## src/rtl/neuron_mac.sv

```systemverilog
// Multiply-accumulate neuron: N_INPUTS signed x*weight beats plus bias, optional ReLU, saturated output.
// Latency: result registered on the edge accepting the last beat; min period N_INPUTS+1 cycles per vector.
// Backpressure: in_ready drops while a result is held; held until out_valid && out_ready.
module neuron_mac #(
   parameter int DATA_W   = 8,
   parameter int N_INPUTS = 4,
   parameter int ACC_W    = 20,
   parameter int OUT_W    = 16
) (
   input  logic                       clk,
   input  logic                       rst,
   input  logic                       in_valid,
   output logic                       in_ready,
   input  logic signed [DATA_W-1:0]   x,
   input  logic signed [DATA_W-1:0]   weight,
   input  logic signed [2*DATA_W-1:0] bias,
   input  logic                       relu_en,
   output logic                       out_valid,
   input  logic                       out_ready,
   output logic signed [OUT_W-1:0]    out,
   output logic                       sat
);

   typedef enum logic {ACCUM, HOLD} state_t;

   localparam int CNT_W = (N_INPUTS > 1) ? $clog2(N_INPUTS) : 1;
   localparam logic [CNT_W-1:0] CNT_LAST = CNT_W'(N_INPUTS - 1);

   // Output range expressed at accumulator width so comparisons never truncate.
   localparam logic signed [ACC_W-1:0] OUT_MAX = {{(ACC_W-OUT_W+1){1'b0}}, {(OUT_W-1){1'b1}}};
   localparam logic signed [ACC_W-1:0] OUT_MIN = {{(ACC_W-OUT_W+1){1'b1}}, {(OUT_W-1){1'b0}}};

   state_t                     state, state_nxt;
   logic [CNT_W-1:0]           cnt;
   logic signed [ACC_W-1:0]    acc;
   logic                       relu_q;

   logic signed [2*DATA_W-1:0] prod;
   logic signed [ACC_W-1:0]    prod_ext, base, sum, act;
   logic                       accept, first_beat, last_beat, relu_eff;
   logic signed [OUT_W-1:0]    out_nxt;
   logic                       sat_nxt;

   // Handshake flags are pure state decodes: no path from in_valid/out_ready.
   assign in_ready  = (state == ACCUM);
   assign out_valid = (state == HOLD);

   assign accept     = in_valid && in_ready;
   assign first_beat = (cnt == '0);
   assign last_beat  = (cnt == CNT_LAST);

   // Full-precision signed product, then sign-extended into the accumulator.
   assign prod     = (2*DATA_W)'(x) * (2*DATA_W)'(weight);
   assign prod_ext = ACC_W'(prod);
   assign base     = first_beat ? ACC_W'(bias) : acc;
   assign sum      = base + prod_ext;

   // With a single-beat vector the first beat is also the last, so use live relu_en.
   assign relu_eff = first_beat ? relu_en : relu_q;

   // Activation and saturation of the final sum.
   always_comb begin
      act     = sum;
      out_nxt = '0;
      sat_nxt = 1'b0;
      if (relu_eff && sum < 0)
         act = '0;
      if (act > OUT_MAX) begin
         out_nxt = OUT_MAX[OUT_W-1:0];
         sat_nxt = 1'b1;
      end else if (act < OUT_MIN) begin
         out_nxt = OUT_MIN[OUT_W-1:0];
         sat_nxt = 1'b1;
      end else begin
         out_nxt = act[OUT_W-1:0];
      end
   end

   // State register.
   always_ff @(posedge clk or posedge rst) begin
      if (rst)
         state <= ACCUM;
      else
         state <= state_nxt;
   end

   // Next state: enter HOLD on the last beat, leave on output handshake.
   always_comb begin
      state_nxt = state;
      case (state)
         ACCUM: if (accept && last_beat) state_nxt = HOLD;
         HOLD:  if (out_ready)           state_nxt = ACCUM;
         default: state_nxt = ACCUM;
      endcase
   end

   // Beat counter, accumulator, latched ReLU select and registered result.
   always_ff @(posedge clk or posedge rst) begin
      if (rst) begin
         cnt    <= '0;
         acc    <= '0;
         relu_q <= 1'b0;
         out    <= '0;
         sat    <= 1'b0;
      end else if (accept) begin
         acc <= sum;
         if (first_beat)
            relu_q <= relu_en;
         if (last_beat) begin
            cnt <= '0;
            out <= out_nxt;
            sat <= sat_nxt;
         end else begin
            cnt <= cnt + CNT_W'(1);
         end
      end
   end

endmodule

```

## config.mk

```make
export PLATFORM = sky130hd
export DESIGN_NAME = neuron_mac
export DESIGN_NICKNAME = d
export VERILOG_FILES = /design/src/rtl/neuron_mac.sv
export SDC_FILE = /design/constraint.sdc
export NUM_CORES = 1
export LEC_CHECK = 0
export CAP_MARGIN = 20
export CORE_MARGIN = 2
export CORE_UTILIZATION = 55
export DETAILED_ROUTE_END_ITERATION = 7
export GPL_TIMING_DRIVEN = 0
export PLACE_DENSITY = 0.77
export SETUP_SLACK_MARGIN = 0.15
export SLEW_MARGIN = 20
export SYNTH_ARGS = -nofsm -noshare
export SYNTH_HDL_FRONTEND = slang
export SYNTH_SLANG_ARGS = --single-unit
```

## constraint.sdc

```tcl
create_clock -name clk -period 6.6 [get_ports clk]
set_input_delay 1.32 -clock clk [delete_from_list [all_inputs] [get_ports clk]]
set_output_delay 1.32 -clock clk [all_outputs]
set_load 0.1 [all_outputs]
```

==> flow_summary_export.csv <==
group,metric,value,unit
outcome,run_status,"finished, final reports clean",
global_route,grt_max_degree,32,
sta,max_freq,158,MHz
floorplan,die_area,0.0111,mm^2
sta,worst_pin_slew,0.982,ns
synth,synth_cells,594,
synth,ys.warnings.count,0,
critical_path,path_common_cell,"sky130_fd_sc_hd__fa_1",
routing,routed-via-count,4502,
global_route,global_route.overflow_total,0,
critical_path,crit_chain,"buf_4, and2_4, clkinvlp_4, buf_6, fa_1, inv_1, fa_1, fa_1, fa_1, ha_1, ha_1, a21o_4, a2111o_1, a21oi_2, o311ai_4, a211oi_2, a31oi_4, buf_6, o22ai_1",
routing,drt_first_iter_violations,205,
floorplan,core,0.0102,mm^2
placed_design,place.detailed.hpwl,10300,um
sta,finalSetupViolations,0,
synth,mappedNetlistArea,0.00567,mm^2
sta,finalWorstPathRequiredPeriod,6.32,ns
min_path,min_path_cells,2,
routing,route.detailed.vias_per_inst,5.53,
floorplan,die-width,106,um
placed_design,routabilityCongestion,0.843,
synth,postSynthNetCount,767,
cts,ctsHtreeMaxLevel,2,
synth,post_synth_main_area_contributors,"sky130_fd_sc_hd__fa_1, sky130_fd_sc_hd__dfrtp_1, sky130_fd_sc_hd__ha_1, sky130_fd_sc_hd__inv_1, sky130_fd_sc_hd__nand2_1",
routing,antenna_violating_nets_post_route,0,
critical_path,worstSetupPathType,"in -> reg",
cts,clk_latency,0.30,ns
routing,drt-wirelength-per-cell,15.8,um
global_route,grt_pass1_wl,21600,um
sta,max-slew-margin-rel,0.343,
sta,period_share,0.958,
global_route,grt_antenna_before_repair,0,
routing,drt_drc_violations_left,0,
critical_path,cp_top_family,"adder cells",
placed_design,port_buffer_cells,54,
placed_design,post-place-ws,-1.11,ns
synth,ys_types,58,
routing,route.final.wire_length,12900,um
synth,synth_seq_area_share,0.181,
synth,synth_async_sr_flop_share,1.00,
sta,timing.hold.ws,0.485,ns
critical_path,worst_setup_path_start_kind,"primary input",
floorplan,die_h,106,um
routing,drt_pass1_iterations,5,
critical_path,required,6.81,ns
floorplan,floorplan.rows,37,
final_layout,num_antenna_cells,0,
global_route,grtUsageTotal,0.239,
critical_path,critical_path.n_buffers_inverters,5,
final_layout,layout.filler_cells,773,
final_layout,final_net_count,850,
synth,synth.ff_latch_count,41,
sta,worst_slack,0.278,ns
synth,most_frequent_cells_after_synthesis,"sky130_fd_sc_hd__inv_1, sky130_fd_sc_hd__fa_1, sky130_fd_sc_hd__nand2_1, sky130_fd_sc_hd__ha_1, sky130_fd_sc_hd__dfrtp_1",
critical_path,cp_num_cells,19,
critical_path,crit_fanout,8,
critical_path,reg2reg_depth,23,
final_layout,area.growth.synth_to_final,23.7,%
floorplan,initial_utilization,0.557,
cts,cts_tree,"yes",
floorplan,ios,56,
global_route,first_global_vias,4696,
final_layout,regArea,0.00103,mm^2
critical_path,timing.critical_path.to_type,"flop",
final_layout,multi_input_area,0.00447,mm^2
critical_path,largest_stage_delay_worst_path,0.53,ns
sta,timing.final.max_slew_violations,0,
critical_path,cp_slowest_cell,"sky130_fd_sc_hd__fa_1",
cts,ctsLongestPathBuffers,2,
cts,clock_slew_at_the_register_clock_pins_of_the_worst_setup_and_hold_paths,0.09,ns
min_path,min_path_type,"reg -> reg",
job,timing.max_cap.violations,0,
sta,fin_worst_skew,0.00945,ns
synth,yosysMostFrequentCell,"sky130_fd_sc_hd__inv_1",
cts,cts_root_buffer,"sky130_fd_sc_hd__clkbuf_8",
synth,synth-edff-count,0,
sta,finalHoldViolations,0,
critical_path,reg_to_reg_setup_timing_slack,0.45,ns
synth,netlist.area_leader.share,0.311,
synth,netlist.top_cell.by_area,"sky130_fd_sc_hd__fa_1",
cts,cts_buffers,5,
sta,grt_setup_unrepaired,"true",
critical_path,worst-endpoint-arrival,6.54,ns
final_layout,post_route_cells_drive_above_1_share,0.168,
synth,yosys_most_used_dff,"sky130_fd_sc_hd__dfrtp_1",
cts,clock_sink_count,41,
synth,post_synth.cell_area_avg,9.54,um^2
cell type report:
cell class	count	area share
repair buffers	76	0.103
multi-input cells	434	0.637
flip-flops and latches	41	0.146
plain buffers	13	0.0145
clock inverters	2	0.00535
well taps	136	0.0243
clock buffers	6	0.0118
inverters	106	0.0578
metal layers:
layer | vias up | track usage | share of wire
met1 | 2293 | 0.321 | 0.42
met4 | 0 | 0.0310 | 0.012
met5 | - | 0 | 0
met2 | 116 | 0.422 | 0.53
li1 | 2075 | - | -
met3 | 18 | 0.0390 | 0.041
flip-flops by register name, summed over array words and instances, names as in the netlist:
signal,flops
out,16
cnt,2
out_valid,1
relu_q,1
sat,1
acc,20
cells in the final DEF (no fill, tap or decap), drive strengths merged, types with 4 or more instances in the layout:
cell type      Yosys  layout
inv              106     104
fa                88      88
nand2             64      64
ha                48      48
dfrtp             41      41
clkdlybuf4s50      0      38
and2              32      32
nor2              31      31
o21ai             29      29
buf                5      28
clkbuf             7      22
o22ai             16      16
a21oi             16      16
xnor2             14      14
mux2i             13      13
or2                9       9
nand2b             7       7
nand3              6       6
a21o               5       5
a211oi             5       5
nor2b              4       4
xor2               4       4
o21bai             4       4
o21a               4       4
logic make-up (layout without fill, tap and decap cells):
kind of cell	count (synthesis)	after routing	share of synthesized area
AND/OR/NAND/NOR	165	165	0.142
flip-flops	41	41	0.181
AO/OA/AOI/OAI	99	99	0.118
buffers and inverters	119	203	0.0856
adder cells (fa/ha/maj)	136	136	0.417
XOR/XNOR	18	18	0.0278
multiplexers	16	16	0.0289
per-stage QoR:
stage                     std cells  area, um^2  utilization  TNS (ns)
after CTS                       806        6770        0.664         0
after global placement          784        6450        0.633    -18.80
after detailed placement        785        6470        0.635    -21.44
final                           814        7010        0.689         0
after floorplan                 594        5740            -         0
after global routing            814        7010        0.689         0
worst paths after layout:
check,start,endpoint
min in group asynchronous,rst,cnt[1]$_DFFE_PP0P_
worst max-delay path,x[7],out[8]$_DFFE_PP0P_
worst min-delay path,out[15]$_DFFE_PP0P_,out[15]$_DFFE_PP0P_
worst min register to register,out[15]$_DFFE_PP0P_,out[15]$_DFFE_PP0P_
max in group asynchronous,rst,out[12]$_DFFE_PP0P_
worst max register to register,cnt[0]$_DFFE_PP0P_,sat$_DFFE_PP0P_
timing repair:
item,in CTS,in global routing
hold buffers,0,0
setup endpoints to repair,28,18
setup buffers,12,8
resized for setup,41,61
pin swaps,8,24
cloned,1,0
worst reg2reg max path, delay by kind of cell (launching register included):
family | cells | cell delay (ns)
simple gates | 1 | 0.11
buf+inv | 7 | 1.05
fa+ha+maj | 8 | 2.81
compound gates | 6 | 1.41
mux | 1 | 0.31
flops | 1 | 0.40
Power is not shown: default switching activity piles up to over one toggle a cycle in this logic, so the estimate is an artifact.
